## config.mk

```make
export PLATFORM = sky130hd
export DESIGN_NAME = id_decode_stage
export DESIGN_NICKNAME = d
export VERILOG_FILES = /design/src/rtl/id_decode_stage.sv
export SDC_FILE = /design/constraint.sdc
export NUM_CORES = 1
export LEC_CHECK = 0
export ABC_AREA = 1
export ABC_CLOCK_PERIOD_IN_PS = 2750
export BUFFER_PORTS_ARGS = -buffer_cell sky130_fd_sc_hd__buf_2
export CAP_MARGIN = 30
export CELL_PAD_IN_SITES_DETAIL_PLACEMENT = 2
export CELL_PAD_IN_SITES_GLOBAL_PLACEMENT = 2
export CORE_ASPECT_RATIO = 1.2
export CORE_UTILIZATION = 27
export CTS_CLUSTER_DIAMETER = 150
export CTS_CLUSTER_SIZE = 10
export DETAILED_ROUTE_END_ITERATION = 10
export PLACE_DENSITY = 0.92
export SYNTH_ARGS = -nofsm -noshare
export SYNTH_HDL_FRONTEND = slang
export SYNTH_SLANG_ARGS = --single-unit
```

## constraint.sdc

```tcl
create_clock -name clk -period 2.75 [get_ports clk]
set_input_delay 0.275 -clock clk [delete_from_list [all_inputs] [get_ports clk]]
set_output_delay 0.275 -clock clk [all_outputs]
set_load 0.01 [all_outputs]
```

## src/rtl/id_decode_stage.sv

```systemverilog
// id_decode_stage: registered instruction-decode stage between the IF buffer and EX.
//
// Decodes the opcode class, the write enable, the register fields and the
// sign-extended immediate. The result is held in an ID/EX register under a
// valid/ready handshake. The stage also:
//   - inserts a one-cycle bubble on a load-use hazard,
//   - halts after accepting an undefined or reserved opcode until flush_i,
//   - keeps a saturating count of hazard (stall) cycles.
//
// Instruction layout (MSB first): I | opc | rd | rs1 | imm (rs2 = top W_RA bits of imm)
//
// Ports:
//   clk, rst        clock; synchronous active-high reset
//   inst_i          instruction from IF
//   inst_vld_i      inst_i valid
//   id_rdy_o        ID accepts inst_i this cycle (combinational)
//   flush_i         branch/exception flush; drops the ID/EX contents and the incoming instruction
//   ex_rdy_i        EX accepts the ID/EX contents
//   vld_o           ID/EX valid
//   cls_o           one-hot {int, logic, shift, set, ld, st, br, ext}; zero for und/rsv
//   we_o            register write enable
//   rd_o            destination register
//   rs1_o, rs2_o    source registers
//   imm_o           sign-extended immediate
//   imm_sel_o       immediate replaces rs2
//   rsv_o, und_o    reserved / undefined opcode flags
//   stall_o         load-use hazard this cycle (combinational)
//   stall_cnt_o     saturating count of hazard cycles
module id_decode_stage #(
    parameter int unsigned W_INST = 32,
    parameter int unsigned W_OPC  = 7,
    parameter int unsigned W_RA   = 5,
    parameter int unsigned EN_EXT = 0,
    parameter int unsigned W_CNT  = 16
) (
    input  logic              clk,
    input  logic              rst,
    input  logic [W_INST-1:0] inst_i,
    input  logic              inst_vld_i,
    output logic              id_rdy_o,
    input  logic              flush_i,
    input  logic              ex_rdy_i,
    output logic              vld_o,
    output logic [7:0]        cls_o,
    output logic              we_o,
    output logic [W_RA-1:0]   rd_o,
    output logic [W_RA-1:0]   rs1_o,
    output logic [W_RA-1:0]   rs2_o,
    output logic [W_INST-1:0] imm_o,
    output logic              imm_sel_o,
    output logic              rsv_o,
    output logic              und_o,
    output logic              stall_o,
    output logic [W_CNT-1:0]  stall_cnt_o
);

    localparam int unsigned W_IMM = W_INST - 1 - W_OPC - 2 * W_RA;

    // Bit positions inside cls_o
    localparam int unsigned C_INT   = 7;
    localparam int unsigned C_LOGIC = 6;
    localparam int unsigned C_SHIFT = 5;
    localparam int unsigned C_SET   = 4;
    localparam int unsigned C_LD    = 3;
    localparam int unsigned C_ST    = 2;
    localparam int unsigned C_BR    = 1;
    localparam int unsigned C_EXT   = 0;

    // Classes whose register form reads rs2: int, logic, shift, set, st, br
    localparam logic [7:0] RS2_CLS = 8'b1111_0110;

    typedef enum logic [0:0] {StRun, StHalt} state_e;

    state_e state_q, state_d;

    // Field extraction from the incoming instruction
    logic              f_i;
    logic [W_OPC-1:0]  f_opc;
    logic [W_RA-1:0]   f_rd, f_rs1, f_rs2;
    logic [W_INST-1:0] f_imm;
    logic [31:0]       opc_n;

    assign f_i   = inst_i[W_INST-1];
    assign f_opc = inst_i[W_INST-2 -: W_OPC];
    assign f_rd  = inst_i[W_IMM+W_RA +: W_RA];
    assign f_rs1 = inst_i[W_IMM +: W_RA];
    assign f_rs2 = inst_i[W_IMM-1 -: W_RA];
    assign f_imm = {{(W_INST-W_IMM){inst_i[W_IMM-1]}}, inst_i[W_IMM-1:0]};
    assign opc_n = 32'(f_opc);

    // Opcode decode
    logic [7:0] dec_cls;
    logic       dec_we, dec_rsv, dec_und, rs2_used;

    always_comb begin
        dec_cls = '0;
        dec_we  = 1'b0;
        dec_rsv = 1'b0;
        dec_und = 1'b0;
        if (opc_n <= 32'h07) begin
            dec_cls[C_INT] = 1'b1;
            dec_we         = (opc_n != 32'h04);
        end else if (opc_n <= 32'h0D) begin
            dec_cls[C_SHIFT] = 1'b1;
            dec_we           = 1'b1;
        end else if (opc_n >= 32'h10 && opc_n <= 32'h13) begin
            dec_cls[C_LOGIC] = 1'b1;
            dec_we           = 1'b1;
        end else if (opc_n == 32'h16 || opc_n == 32'h17) begin
            dec_cls[C_SET] = 1'b1;
            dec_we         = 1'b1;
        end else if (opc_n == 32'h18) begin
            dec_cls[C_LD] = 1'b1;
            dec_we        = 1'b1;
        end else if (opc_n == 32'h19) begin
            dec_cls[C_ST] = 1'b1;
        end else if (opc_n >= 32'h1C && opc_n <= 32'h1F) begin
            dec_cls[C_BR] = 1'b1;
        end else if (opc_n >= 32'h20 && opc_n <= 32'h23) begin
            if (EN_EXT != 0) begin
                dec_cls[C_EXT] = 1'b1;
                dec_we         = 1'b1;
            end else begin
                dec_rsv = 1'b1;
            end
        end else begin
            dec_und = 1'b1;
        end
    end

    assign rs2_used = !f_i && ((dec_cls & RS2_CLS) != '0);

    // ID/EX register
    logic              vld_q;
    logic [7:0]        cls_q;
    logic              we_q, imm_sel_q, rsv_q, und_q;
    logic [W_RA-1:0]   rd_q, rs1_q, rs2_q;
    logic [W_INST-1:0] imm_q;
    logic [W_CNT-1:0]  stall_cnt_q;

    // Load in ID/EX whose destination the incoming instruction reads; rd==0 never conflicts
    logic hazard, run, accept;

    assign hazard = inst_vld_i && vld_q && cls_q[C_LD] && (rd_q != '0) &&
                    ((rd_q == f_rs1) || (rs2_used && (rd_q == f_rs2)));
    assign run    = (state_q == StRun);

    assign id_rdy_o = !rst && !flush_i && run && (!vld_q || ex_rdy_i) && !hazard;
    assign stall_o  = !rst && hazard && run && !flush_i;
    assign accept   = inst_vld_i && id_rdy_o;

    always_comb begin
        state_d = state_q;
        if (flush_i) begin
            state_d = StRun;
        end else if (accept && (dec_und || dec_rsv)) begin
            // The offending instruction is still presented; nothing follows it until a flush
            state_d = StHalt;
        end
    end

    always_ff @(posedge clk) begin
        if (rst) begin
            state_q <= StRun;
        end else begin
            state_q <= state_d;
        end
    end

    always_ff @(posedge clk) begin
        if (rst) begin
            vld_q     <= 1'b0;
            cls_q     <= '0;
            we_q      <= 1'b0;
            rd_q      <= '0;
            rs1_q     <= '0;
            rs2_q     <= '0;
            imm_q     <= '0;
            imm_sel_q <= 1'b0;
            rsv_q     <= 1'b0;
            und_q     <= 1'b0;
        end else if (flush_i) begin
            vld_q <= 1'b0;
        end else if (accept) begin
            vld_q     <= 1'b1;
            cls_q     <= dec_cls;
            we_q      <= dec_we;
            rd_q      <= f_rd;
            rs1_q     <= f_rs1;
            rs2_q     <= f_rs2;
            imm_q     <= f_imm;
            imm_sel_q <= f_i;
            rsv_q     <= dec_rsv;
            und_q     <= dec_und;
        end else if (vld_q && ex_rdy_i) begin
            // EX drained the entry and nothing replaced it: bubble
            vld_q <= 1'b0;
        end
    end

    always_ff @(posedge clk) begin
        if (rst) begin
            stall_cnt_q <= '0;
        end else if (stall_o && (stall_cnt_q != {W_CNT{1'b1}})) begin
            stall_cnt_q <= stall_cnt_q + W_CNT'(1);
        end
    end

    assign vld_o       = vld_q;
    assign cls_o       = cls_q;
    assign we_o        = we_q;
    assign rd_o        = rd_q;
    assign rs1_o       = rs1_q;
    assign rs2_o       = rs2_q;
    assign imm_o       = imm_q;
    assign imm_sel_o   = imm_sel_q;
    assign rsv_o       = rsv_q;
    assign und_o       = und_q;
    assign stall_cnt_o = stall_cnt_q;

endmodule

```

==> out/results.md <==
| Metric | This run | Unit |
|---|---|---|
| CP peak stage delay | 0.46 | ns |
| Register bit count reported by yosys | 53 | - |
| Clock slew at reported path FFs | 0.07 | ns |
| Number of buffers added by the clock tree synthesis step | 5 | - |
| Vias after detailed routing | 3273 | - |
| Vias per std cell | 4.58 | - |
| Leading post-synthesis cells by cell area | dfxtp_1, nand2_1, nor2_1 | - |
| First-pass GRT wire length | 16800 | µm |
| Worst EP required | 2.48 | ns |
| Total iterations of the first detailed-routing run | 4 | - |
| Largest net degree at the start of global routing | 40 | - |
| Later-pin clock latency in the skew report | 0.29 | ns |
| CP Buf/Inv Count | 2 | - |
| Share of the synthesized area in the top cell type | 0.342 | - |
| Vias in the first global route | 3494 | - |
| Post-route clock skew | 0.00803 | ns |
| CTS root buf | clkbuf_16 | - |
| Cell at the slowest stage of the critical path | dfxtp_1 | - |
| Count of clock tree sinks | 53 | - |
| Post-detail-place hpwl | 8330 | µm |
| Top Ports | 115 | - |
| Compound-gate portion of the synthesized area | 0.0536 | - |
| Setup WS pre-CTS | 0.476 | ns |
| Worst hold path type | input port to flop | - |
| Gr usage total | 0.178 | - |
| Sum of met2 wire segment lengths after detailed routing | 5690 | µm |
| Portion of netlist area occupied by mux cells | 0 | - |
| Port Buf Inserts | 113 | - |
| Maximum VDD drop | 0.249 | mV |
| Arrival time at the worst endpoint | 2.07 | ns |
| Most frequent cell on the critical path | nor2_1 | - |
| Critical path, cell by cell | inv_2 -> nand2_1 -> nand2_1 -> nor2_1 -> nand3b_1 -> nor2_1 -> nand2_2 -> a21oi_4 -> nor2_1 -> buf_2 | - |
| Most numerous cell in the Yosys netlist | nand2_1 | - |
| CTS resizes | 0 | - |
| Count of flip-flops with a built-in enable after synthesis | 0 | - |
| Antenna fix cells | 0 | - |
| Setup TNS | 0 | ns |
| Routed wire length | 10500 | µm |
| Largest area contributor in the netlist | dfxtp_1 | - |
| Synthesis-to-layout area growth | 23.2 | % |
| Cell Area, Synth | 0.00311 | mm² |
| Total of hold buffers inserted after clock tree synthesis | 0 | - |
| Highest metal used | met4 | - |
| Peak Freq | 426 | MHz |
| Fin crit share | 0.854 | - |
| Final-report hold violation count | 0 | - |
| Dominant combinational cell family by area after synthesis | simple AND/OR/NAND/NOR gates | - |
| Yosys warning total | 0 | - |
| Overall die area | 0.0119 | mm² |
| Share of synthesized cell area in full adder, half adder and majority cells | 0.00403 | - |
| Critical Path Sink Type | primary output | - |
| TritonCTS clock tree | built | - |
| Maximum fanout along the worst path | 14 | - |
| Tightest Pin Transition | 0.681 | ns |
| Setup repair bufs after CTS | 0 | - |
| Initial cell density of the core | 0.279 | - |
| Leakage power summed over all cells | 2.06 | nW |
| Number of DRC violations after detailed-routing iteration 0 | 53 | - |
| Placer's final routability congestion estimate | 0.868 | - |
| WL per Instance | 14.7 | µm |
| Setup repair after global routing missed its margin | no | - |
| Area share of xor/xnor cells in the synthesized design | 0.0479 | - |
| Cell family with most CP delay | simple AND/OR/NAND/NOR gates | - |
| Amount of wire on met3 after detailed routing | 439 | µm |
| Die height | 119 | µm |
| Max Transition Viols Final | 0 | - |
| CTS H-tree lvls | 2 | - |
| Status | complete, no violations | - |
| Commonest cells post-synth | nand2_1, nor2_1, inv_1 | - |
| Die Width | 99.9 | µm |
| Layout cell share with drive strength beyond 1 | 0.258 | - |
| Count of maximum capacitance violations | 0 | - |
| Type of origin of the critical path | flop | - |
| Number of antenna violations at the first check in global routing | 0 | - |
| Final worst slack | 0.402 | ns |
| Time the final worst path needs with I/O delays and setup | 2.35 | ns |
| Placement row count | 42 | - |
| Number of nets in the layout | 598 | - |
| Synthesized area per cell | 6.55 | µm² |
| Placeable core area | 0.0111 | mm² |
| Antenna-violating nets left | 0 | - |
| Commonest register cell after synthesis | dfxtp_1 | - |
| Share of synthesized flip-flops with an asynchronous set or reset | 0 | - |
| Area share of and/or/nand/nor cells after synthesis | 0.369 | - |
| Remaining DRCs | 0 | - |
| Total congestion overflow after global routing | 0 | - |
| Number of nets produced by synthesis | 512 | - |
| Final count of negative-setup-slack endpoints | 0 | - |
| Ratio of total power to cell area | 491 | mW/mm² |
| CP Class | flop to primary output | - |
| Post-synth cell types | 33 | - |
| Slew Limit Headroom | 0.545 | - |
| M1 wire length | 4300 | µm |
| Gate count of the mapped netlist | 474 | - |
| Bufs on Longest Clock Path | 2 | - |
| Portion of the post-synthesis area used by sequential elements | 0.342 | - |
==> per-stage QoR <==
stage	utilization	std cells	total power [mW]	hold slack [ns]	cell area, µm²
3_5_place_dp	0.326	707	1.09	0.469	3630
5_1_grt	0.343	715	1.96	0.217	3820
2_1_floorplan	-	474	0.999	0.410	3110
4_1_cts	0.343	715	1.91	0.203	3820
3_3_place_gp	0.326	707	1.08	0.461	3630
6_report	0.343	715	1.88	0.204	3820
==> report_power, final <==
part	switching (mW)	internal, mW
Sequential	0.0233	0.795
Clock	0.286	0.520
Combinational	0.156	0.0986
==> cell families after synthesis <==
| logic type | count (synthesis) |
|---|---|
| buf+inv | 115 |
| compound gates | 27 |
| other cells | 1 |
| fa+ha+maj | 1 |
| flops | 53 |
| simple gates | 260 |
| xor+xnor | 17 |
==> path summary, 6_finish.rpt <==
check / startpoint / end / slack, ns / cells past startpoint
setup / recovery: rd_o[3]$_SDFFE_PP0P_ / id_rdy_o / 0.40 / 10
setup reg to reg: rd_o[2]$_SDFFE_PP0P_ / rd_o[1]$_SDFFE_PP0P_ / 0.56 / 12
hold reg to reg: und_o$_SDFFE_PP0P_ / und_o$_SDFFE_PP0P_ / 0.47 / 2
hold / removal: inst_i[6] / imm_o[6]$_SDFFE_PP0P_ / 0.20 / 3
==> sequential cells by signal, summed over array words and instances (netlist names) <==
signal,flops
cls_o,7
rs2_o,5
imm_o,9
und_o,1
state_q,1
vld_o,1
rs1_o,5
stall_cnt_o,16
imm_sel_o,1
rsv_o,1
rd_o,5
we_o,1
==> layout by cell type (no fill, tap or decap), types with 2 or more instances in the layout <==
master	netlist	layout
a21oi_1	16	16
buf_2	1	113
buf_4	28	5
bufinv_16	0	2
clkbuf_16	0	5
dfxtp_1	53	53
inv_1	70	70
inv_2	5	5
nand2_1	108	108
nand2_2	3	3
nand3_1	18	18
nand3b_1	2	2
nand4_1	21	21
nor2_1	89	89
nor2_2	4	4
nor3_1	6	6
nor3_2	2	2
nor4_1	2	2
o21bai_1	7	7
xnor2_1	7	7
xor2_1	10	10
==> worst min-delay path: stages <==
cell	delay, ns
buf_2	0.08
nor2_1	0.03
nor2_1	0.08
==> layer usage <==
metal  vias up  track usage
met4         0       0.0423
met2        93        0.352
met1      1576        0.193
met3        11       0.0276
met5         -            0
li1       1593            -
==> layout make-up <==
cell class,count,area (µm²)
inverter,75,282
clock inverter,3,65.1
tap,154,193
clock buffer,5,125
fill,1439,7320
sequential,53,1060
timing repair buffer,119,623
multi-input combinational,306,1480
Note: power is estimated with default switching activity, not from simulation.
